## src/rtl/fv_axi_mem_initiator.sv

```systemverilog
// AXI4 bus types shared with the FV memory model, plus a single-outstanding
// command/stream to AXI4 initiator used for image preload, readback and directed traffic.
package ariane_axi;
    localparam int unsigned IdWidth   = 4;
    localparam int unsigned AddrWidth = 64;
    localparam int unsigned DataWidth = 64;
    localparam int unsigned StrbWidth = DataWidth / 8;
    localparam int unsigned UserWidth = 1;

    typedef logic [IdWidth-1:0]   id_t;
    typedef logic [AddrWidth-1:0] addr_t;
    typedef logic [DataWidth-1:0] data_t;
    typedef logic [StrbWidth-1:0] strb_t;
    typedef logic [UserWidth-1:0] user_t;

    typedef struct packed {
        id_t        id;
        addr_t      addr;
        logic [7:0] len;
        logic [2:0] size;
        logic [1:0] burst;
        logic       lock;
        logic [3:0] cache;
        logic [2:0] prot;
        logic [3:0] qos;
        logic [3:0] region;
        logic [5:0] atop;
        user_t      user;
    } aw_chan_t;

    typedef struct packed {
        data_t data;
        strb_t strb;
        logic  last;
        user_t user;
    } w_chan_t;

    typedef struct packed {
        id_t        id;
        logic [1:0] resp;
        user_t      user;
    } b_chan_t;

    typedef struct packed {
        id_t        id;
        addr_t      addr;
        logic [7:0] len;
        logic [2:0] size;
        logic [1:0] burst;
        logic       lock;
        logic [3:0] cache;
        logic [2:0] prot;
        logic [3:0] qos;
        logic [3:0] region;
        user_t      user;
    } ar_chan_t;

    typedef struct packed {
        id_t        id;
        data_t      data;
        logic [1:0] resp;
        logic       last;
        user_t      user;
    } r_chan_t;

    typedef struct packed {
        aw_chan_t aw;
        logic     aw_valid;
        w_chan_t  w;
        logic     w_valid;
        logic     b_ready;
        ar_chan_t ar;
        logic     ar_valid;
        logic     r_ready;
    } req_t;

    typedef struct packed {
        logic    aw_ready;
        logic    ar_ready;
        logic    w_ready;
        logic    b_valid;
        b_chan_t b;
        logic    r_valid;
        r_chan_t r;
    } resp_t;
endpackage

module fv_axi_mem_initiator #(
    parameter int unsigned TIMEOUT_CYCLES = 1024,
    parameter int unsigned AXI_ID         = 0
) (
    input  logic              clk_i,
    input  logic              rst_ni,
    input  logic              cmd_valid_i,
    output logic              cmd_ready_o,
    input  logic              cmd_write_i,
    input  logic [63:0]       cmd_addr_i,
    input  logic [7:0]        cmd_len_i,
    input  logic              wdata_valid_i,
    output logic              wdata_ready_o,
    input  logic [63:0]       wdata_i,
    input  logic [7:0]        wstrb_i,
    output logic              rdata_valid_o,
    input  logic              rdata_ready_i,
    output logic [63:0]       rdata_o,
    output logic              rdata_last_o,
    output logic              done_o,
    output logic              err_o,
    output ariane_axi::req_t  axi_req_o,
    input  ariane_axi::resp_t axi_resp_i
);
    // IDLE: accept command | CHECK: alignment / 4 KB test | AW, AR: address phase
    // W: write beats | B: write response | R: read beats | DONE: completion pulse
    typedef enum logic [2:0] {S_IDLE, S_CHECK, S_AW, S_W, S_B, S_AR, S_R, S_DONE} state_t;

    localparam ariane_axi::id_t ID       = ariane_axi::id_t'(AXI_ID);
    localparam logic [31:0]     TMO_LAST = TIMEOUT_CYCLES - 1;
    localparam bit              TMO_EN   = (TIMEOUT_CYCLES != 0);

    state_t      r_state;
    state_t      w_state_nxt;
    logic        r_write;
    logic [63:0] r_addr;
    logic [7:0]  r_len;
    logic [7:0]  r_cnt;
    logic        r_err;
    logic [31:0] r_tmo;

    logic        w_last_beat;
    logic [12:0] w_span;
    logic        w_chk_err;
    logic        w_hs;
    logic        w_waiting;
    logic        w_tmo_hit;
    logic        w_err_set;

    assign w_last_beat = (r_cnt == r_len);
    assign w_span      = {1'b0, r_addr[11:0]} + (({5'd0, r_len} + 13'd1) << 3);
    assign w_chk_err   = (r_addr[2:0] != 3'd0) || (w_span > 13'd4096);
    assign w_waiting   = (r_state == S_AW) || (r_state == S_W) || (r_state == S_B) ||
                         (r_state == S_AR) || (r_state == S_R);
    assign w_tmo_hit   = TMO_EN && w_waiting && !w_hs && (r_tmo == TMO_LAST);

    always_comb begin
        w_hs = 1'b0;
        case (r_state)
            S_AW:    w_hs = axi_resp_i.aw_ready;
            S_W:     w_hs = wdata_valid_i && axi_resp_i.w_ready;
            S_B:     w_hs = axi_resp_i.b_valid;
            S_AR:    w_hs = axi_resp_i.ar_ready;
            S_R:     w_hs = axi_resp_i.r_valid && rdata_ready_i;
            default: w_hs = 1'b0;
        endcase
    end

    always_comb begin
        w_state_nxt   = r_state;
        w_err_set     = 1'b0;
        axi_req_o     = '0;
        cmd_ready_o   = 1'b0;
        wdata_ready_o = 1'b0;
        rdata_valid_o = 1'b0;
        rdata_o       = axi_resp_i.r.data;
        rdata_last_o  = 1'b0;
        done_o        = 1'b0;
        err_o         = 1'b0;
        case (r_state)
            S_IDLE: begin
                cmd_ready_o = 1'b1;
                if (cmd_valid_i) w_state_nxt = S_CHECK;
            end
            S_CHECK: begin
                if (w_chk_err) begin
                    w_err_set   = 1'b1;
                    w_state_nxt = S_DONE;
                end else begin
                    w_state_nxt = r_write ? S_AW : S_AR;
                end
            end
            S_AW: begin
                axi_req_o.aw_valid    = 1'b1;
                axi_req_o.aw.id       = ID;
                axi_req_o.aw.addr     = r_addr;
                axi_req_o.aw.len      = r_len;
                axi_req_o.aw.size     = 3'd3;
                axi_req_o.aw.burst    = 2'b01;
                if (w_hs) w_state_nxt = S_W;
            end
            S_W: begin
                axi_req_o.w_valid     = wdata_valid_i;
                axi_req_o.w.data      = wdata_i;
                axi_req_o.w.strb      = wstrb_i;
                axi_req_o.w.last      = w_last_beat;
                wdata_ready_o         = axi_resp_i.w_ready;
                if (w_hs && w_last_beat) w_state_nxt = S_B;
            end
            S_B: begin
                axi_req_o.b_ready = 1'b1;
                if (w_hs) begin
                    w_err_set   = (axi_resp_i.b.resp != 2'b00) || (axi_resp_i.b.id != ID);
                    w_state_nxt = S_DONE;
                end
            end
            S_AR: begin
                axi_req_o.ar_valid    = 1'b1;
                axi_req_o.ar.id       = ID;
                axi_req_o.ar.addr     = r_addr;
                axi_req_o.ar.len      = r_len;
                axi_req_o.ar.size     = 3'd3;
                axi_req_o.ar.burst    = 2'b01;
                if (w_hs) w_state_nxt = S_R;
            end
            S_R: begin
                axi_req_o.r_ready = rdata_ready_i;
                rdata_valid_o     = axi_resp_i.r_valid;
                rdata_last_o      = axi_resp_i.r.last;
                if (w_hs) begin
                    // an early or missing rlast is flagged but the burst still ends on rlast
                    w_err_set = (axi_resp_i.r.resp != 2'b00) || (axi_resp_i.r.id != ID) ||
                                (axi_resp_i.r.last != w_last_beat);
                    if (axi_resp_i.r.last) w_state_nxt = S_DONE;
                end
            end
            S_DONE: begin
                done_o      = 1'b1;
                err_o       = r_err;
                w_state_nxt = S_IDLE;
            end
            default: w_state_nxt = S_IDLE;
        endcase
        if (w_tmo_hit) begin
            w_state_nxt = S_DONE;
            w_err_set   = 1'b1;
        end
    end

    always_ff @(posedge clk_i or negedge rst_ni) begin
        if (!rst_ni) begin
            r_state <= S_IDLE;
            r_write <= 1'b0;
            r_addr  <= '0;
            r_len   <= '0;
            r_cnt   <= '0;
            r_err   <= 1'b0;
            r_tmo   <= '0;
        end else begin
            r_state <= w_state_nxt;
            if (r_state == S_IDLE && cmd_valid_i) begin
                r_write <= cmd_write_i;
                r_addr  <= cmd_addr_i;
                r_len   <= cmd_len_i;
            end
            if (r_state == S_CHECK) begin
                r_cnt <= '0;
            end else if (w_hs && (r_state == S_W || (r_state == S_R && !w_last_beat))) begin
                r_cnt <= r_cnt + 8'd1;
            end
            if (r_state == S_DONE) begin
                r_err <= 1'b0;
            end else if (w_err_set) begin
                r_err <= 1'b1;
            end
            if (w_waiting && !w_hs && w_state_nxt == r_state) begin
                r_tmo <= r_tmo + 32'd1;
            end else begin
                r_tmo <= '0;
            end
        end
    end
endmodule

```

## config.mk

```make
export PLATFORM = sky130hd
export DESIGN_NAME = fv_axi_mem_initiator
export DESIGN_NICKNAME = d
export VERILOG_FILES = /design/src/rtl/fv_axi_mem_initiator.sv
export SDC_FILE = /design/constraint.sdc
export NUM_CORES = 1
export LEC_CHECK = 0
export ABC_AREA = 1
export BUFFER_PORTS_ARGS = -buffer_cell sky130_fd_sc_hd__buf_2
export CAP_MARGIN = 20
export CORE_AREA = 2 2 226 228
export CTS_BUF_LIST = sky130_fd_sc_hd__clkbuf_8
export CTS_CLUSTER_DIAMETER = 40
export DETAILED_ROUTE_END_ITERATION = 16
export DIE_AREA = 0 0 228 230
export GPL_ROUTABILITY_DRIVEN = 1
export GPL_TIMING_DRIVEN = 0
export PLACE_DENSITY = 0.4
export RECOVER_POWER = 25
export SLEW_MARGIN = 20
export SYNTH_ARGS = -nofsm -noshare
export SYNTH_HDL_FRONTEND = slang
export SYNTH_SLANG_ARGS = --single-unit
```

## constraint.sdc

```tcl
create_clock -name clk_i -period 3 [get_ports clk_i]
set_input_delay 0.3 -clock clk_i [delete_from_list [all_inputs] [get_ports clk_i]]
set_output_delay 0.3 -clock clk_i [all_outputs]
set_load 0.005 [all_outputs]
```

### Yosys cells after proc, flatten, opt, wreduce, memory -nomap -nowiden

Index checks and enable logic that the tools add are counted.

* flip-flop bits (word level): 117
* output and inout port bits: 351
* logic and storage cells: 87

* add/sub/neg operators: 4
* magnitude comparators: 1
* equal/unequal tests: 11
* multiplexer cells: 36
* reduce and logical (&&, ||, !) cells: 28

Operators with widths (number)
* 2-to-1 mux 77 bit: 2
* 2-to-1 mux 73 bit: 1
* adder 32 x 1 -> 32 bit, second input constant: 1
* equality test 32 x 10 -> 1 bit, second input constant: 1
* 2-to-1 mux 32 bit: 1
* 2-to-1 mux 3 bit: 10
* case mux 3 bit (8 select lines): 1
* 2-to-1 mux 1 bit: 17
* 2-to-1 mux 8 bit: 2
* adder 12 x 12 -> 13 bit: 1
* > comparator 13 bit, second input constant: 1
* equality test 3 bit, second input constant: 4
* adder 8 x 1 -> 9 bit, second input constant: 1
* logical AND 1 bit: 9
* logical OR 1 bit: 9
* adder 8 x 1 -> 8 bit, second input constant: 1
* equality test 8 bit: 1
* nonzero test 2 bit: 4
* nonzero test 4 bit: 2
* equality test 3 x 2 -> 1 bit, second input constant: 2
* case mux 1 bit (5 select lines): 1
* equality test 3 x 1 -> 1 bit, second input constant: 1
* equality test 3 bit: 1
* logical NOT 3 bit: 1
* 4 further kinds: 5

### Depth between registers and ports, before layout

* depth in word-level cells: 11
* gate-level depth with buffers: 21

### Least setup slack after synthesis

Ideal clock, no wire load.

* kind: flip-flop to flip-flop
* start point: reg r_len[2]
* end point: reg r_tmo[13]
* setup time: 0.080 ns
* data arrival time: 2.858 ns
* path slack: 0.062 ns
* stages on the path, launching flop included: 21
* path through: dfrtp_1 > inv_1 > nor3_1 > nand3_1 > nor3_1 > xor2_1 > ha_1 > nand2_1 > inv_1 > a21oi_1 > nand3_1 > nand2_1 > nand3_1 > o21bai_1 > nand3_1 > nand2_1 > nand3_2 > nand2_1 > nand2_2 > buf_6 > nor3_2

* cells in the longest elaborated chain, start to end: 10
* elaborated cells between the ends (all ways): 13
* classes of those cells: add/sub: 2; order compare: 1; eq/ne: 2; mux: 5; reduce/logical: 3

Ends and longest elaborated chain
* start: declaration: line 124 `logic [7:0] r_len;`
* start signal: assignment: line 251 `r_len <= cmd_len_i;`
* adder 8 x 1 -> 9 bit: line 138 `assign w_span = {1'b0, r_addr[11:0]} + (({5'd0, r_len} + 13'd1) << 3);`
* adder 12 x 12 -> 13 bit: line 138
* > comparator 13 bit: line 139 `assign w_chk_err = (r_addr[2:0] != 3'd0) || (w_span > 13'd4096);`
* logical OR 1 bit: line 139
* 2-to-1 mux 3 bit: line 173 `if (w_chk_err) begin`
* case mux 3 bit (8 select lines) (*): line 167 `case (r_state)`
* 2-to-1 mux 3 bit (*): line 231 `if (w_tmo_hit) begin`
* via w_state_nxt[0]: line 121 `state_t w_state_nxt;`
* equality test 3 bit (*): line 263 `if (w_waiting && !w_hs && w_state_nxt == r_state) begin`
* logical AND 1 bit (*): line 263
* 2-to-1 mux 32 bit (*): line 263
* end signal: assignment: line 264 `r_tmo <= r_tmo + 32'd1;`
* end: declaration: line 127 `logic [31:0] r_tmo;`

Mark *: on every way through the listed nets, which the timed path passes. The rest lies on a longest branch.
A chain may end at the register's enable or synchronous reset.

### Worst setup path in the final report

* start point: reg r_len[0]
* end point: reg r_state[1]

* cells in the longest elaborated chain, start to end: 7
* elaborated cells between the ends (all ways): 10
* classes of those cells: add/sub: 2; order compare: 1; eq/ne: 1; mux: 4; reduce/logical: 2

Ends and longest elaborated chain
* adder 8 x 1 -> 9 bit: line 138
* adder 12 x 12 -> 13 bit: line 138
* > comparator 13 bit: line 139
* logical OR 1 bit: line 139
* 2-to-1 mux 3 bit: line 173
* case mux 3 bit (8 select lines) (*): line 167
* 2-to-1 mux 3 bit (*): line 231
* via w_state_nxt[1]: line 121
* end signal: assignment: line 247 `r_state <= w_state_nxt;`
* end: declaration: line 120 `state_t r_state;`

Marked as above.

==> impl_metrics.tcl <==
set metrics [dict create \
    period_share_pct 106 \
    final_layout_size_suffix_gt1_share_pct 41.6 \
    grt_pass1_vias 8852 \
    outcome "finished, violations left" \
    ff2ff_path_depth 21 \
    hp-class "input port to register" \
    fillers 5710 \
    clk_latency_ns 0.46 \
    dp_hpwl_mm 29.1 \
    power_density_mw_per_mm2 817 \
    maxSlewHeadroom_pct -32.2 \
    p_leak_nw 7.15 \
    syn_inst 1215 \
    dieArea_mm2 0.0524 \
    start_kind "register" \
    routabilityCongestion 0.810 \
    skew_ns 0.0141 \
    seq_area_frac_synth_pct 34.8 \
    clock.fmax_ghz 0.314 \
    fin_hold_ws_ns 0.0382 \
    nets 2022 \
    initial_core_util_pct 16.9 \
    setup_tns_ns -5.07 \
    synth_cell_types 40 \
    final-setup-viol-count 33 \
    violations "capacitance limit, slew limit, setup timing" \
    dieHeight_um 230 \
    worstPathArrival_ns 3.55 \
    fin_ws_ns -0.185 \
    crit_buf_inv 7 \
    end_kind "register" \
    post_drt_via_cell_ratio 3.70 \
    crit_required_ns 3.36 \
    synth_area_mm2 0.00841 \
    drc 0 \
    globalRouteOverflowTotal 0 \
    worstPathMaxFanout 3 \
    htree_levels 4 \
    ys_warn_count 0 \
    drt_first_pass_iters 5 \
    placementRows 82 \
    crit_chain "clkinv_4 > nor3_4 > nand3_2 > nor3_2 > xor2_1 > ha_1 > nand2_2 > inv_1 > a21oi_2 > nand3_1 > nand2_1 > nand3_2 > o21bai_4 > nand2_2 > nand2_2 > nand3_2 > buf_4 > buf_6 > buf_6 > buf_6 > buf_4" \
    cts.sinks 117 \
    critPathMaxStageDelay_ns 0.44 \
    grt_max_degree 87 \
    wire_per_inst_um 14.3 \
    vias 9099 \
    drv_slew 33 \
    drv_cap 1 \
    wirelength_mm 35.1 \
    antenna_found_initial 5 \
    period_needed_ns 3.19 \
    cts_buffers 17 \
    n_antenna_cell 0 \
    finalHoldViolations 0 \
    ant_nets 0 \
    crit_family "simple AND/OR/NAND/NOR gates" \
    cts_root_buf "clkbuf_8" \
    io_pins 585 \
    die_w_um 228 \
    ir_worst_vdd_mv 0.411 \
    worst_pin_slew_ns 1.98 \
    synth.avg_cell_area_um2 6.92 \
    cp.depth 21 \
    grt_pass1_wl_mm 52.0 \
    path_clk_slew_ns 0.09 \
    crit_path_top_delay_cell "dfrtp_2" \
    synth-seq-cells 117 \
    rsz0062_at_grt "yes" \
    cts_max_path_buffers 2 \
    hold_path_depth 3 \
    coreArea_mm2 0.0499 \
    drt_iter0_markers 345 \
    post-route-util_pct 25.5 \
    path_class "register to register" \
    areaGrowthSynthToFinish_pct 51.1 \
    groute.usage.overall_pct 12.8 \
    io_buffers 465 \
    tritoncts "built" \
]
## power by group
group          internal [mW]  switching, mW
Clock                  0.765          0.759
Sequential              2.11          0.294
Combinational           2.53           3.92
Total                   5.41           4.97
## stage by stage
| stage | instance area, um^2 | instances | power [mW] | setup WS, ns |
|---|---|---|---|---|
| after CTS | 12500 | 2453 | 10.1 | -0.279 |
| after global placement | 11800 | 2404 | 7.89 | -0.766 |
| final | 12700 | 2460 | 10.4 | -0.185 |
| after global routing | 12700 | 2460 | 11.3 | -0.409 |
| after detailed placement | 11800 | 2405 | 7.90 | -0.776 |
| after floorplan | 8600 | 1267 | 5.71 | 0.0619 |
## worst min-delay path: stages
cell and delay [ns]:
buf_2 0.07, nand2_1 0.05, nand2_1 0.05
## routing by layer
metal | wire [um] | share of wire (%) | up-vias | track usage [%]
met4 | 617 | 1.8 | 2 | 3.41
li1 | - | - | 4612 | -
met1 | 14500 | 41 | 4117 | 15.3
met3 | 2630 | 7.5 | 39 | 4.24
met5 | 10 | 0.029 | - | 0
met2 | 17300 | 49 | 329 | 22.1
## timing repair
action	in CTS	in global routing
hold endpoints to repair	31	0
endpoints found under the setup margin	110	68
resized for setup	44	31
pin swaps	11	16
hold buffers	1	0
setup buffers	18	7
cloned	1	0
## synth_stat cells, drive strengths merged
cell     count  area share [%]
nand4       13            0.97
o21ai       79             4.7
nor2       272              13
ha          12             1.8
and2         1           0.074
o2111ai      1            0.10
nand3b       3            0.27
nor4         9            0.67
a41oi        1            0.10
buf        131              12
or2          3            0.22
and3         2            0.15
nor3        50             4.9
conb         1           0.045
nand2      184             8.4
nand3       29             1.9
xor2        28             2.9
o21bai       2            0.18
clkbuf      36             1.6
fa           1            0.24
xnor2        7            0.73
inv        217             9.7
nor3b        1           0.089
a21oi       11            0.74
or3          1           0.074
clkinv       1           0.045
o211ai       1           0.089
dfrtp      117              35
a21o         1           0.089
## cells in the final DEF, fill, tap and decap left out, types with 22 or more instances in the layout
cell | Yosys | layout
buf_2 | 0 | 459
nor2_1 | 264 | 263
inv_1 | 208 | 205
nand2_1 | 179 | 171
dfrtp_1 | 117 | 116
buf_4 | 126 | 83
o21ai_0 | 78 | 78
clkbuf_4 | 0 | 59
conb_1 | 1 | 53
clkbuf_1 | 36 | 35
xor2_1 | 28 | 28
nor3_2 | 33 | 27
nand3_1 | 26 | 22
## registers in the layout (all words and copies together), names as in the netlist
| register | flops |
|---|---|
| r_addr | 64 |
| r_tmo | 32 |
| r_cnt | 8 |
| r_len | 8 |
| r_state | 3 |
| r_err | 1 |
| r_write | 1 |
## cells by family after synthesis
logic type / count (synthesis) / synth area share [%]
AOI/OAI and AO/OA: 96 / 6.06
xor gates and xnor gates: 35 / 3.65
adders and majority gates: 13 / 2.02
buffers and inverters: 385 / 23.1
DFF: 117 / 34.8
other: 1 / 0.0446
and+or+nand+nor: 568 / 30.3
## path summary, 6_finish.rpt
path                                      startpoint                     end  slack [ns]
worst max-delay path            r_len[0]$_DFFE_PN0P_    r_state[1]$_DFF_PN0_       -0.19
worst min-delay path                     cmd_write_i     r_write$_DFFE_PN0P_        0.04
worst max register to register  r_len[0]$_DFFE_PN0P_    r_state[1]$_DFF_PN0_       -0.19
worst min register to register    r_tmo[0]$_DFF_PN0_      r_tmo[0]$_DFF_PN0_        0.48
max in group asynchronous                     rst_ni  r_addr[42]$_DFFE_PN0P_        0.36
min in group asynchronous                     rst_ni       r_err$_DFFE_PN0P_        0.96
## layout make-up
class	count	area, um^2	share of cell area (%)
clock inverter	14	153	1.20
tap	672	841	6.62
sequential	117	2930	23.1
multi-input combinational	765	3980	31.3
clock buffer	18	248	1.95
timing repair buffer	492	2560	20.2
inverter	218	833	6.56
buffer	164	1160	9.14
(Power assumes the default switching activity.)
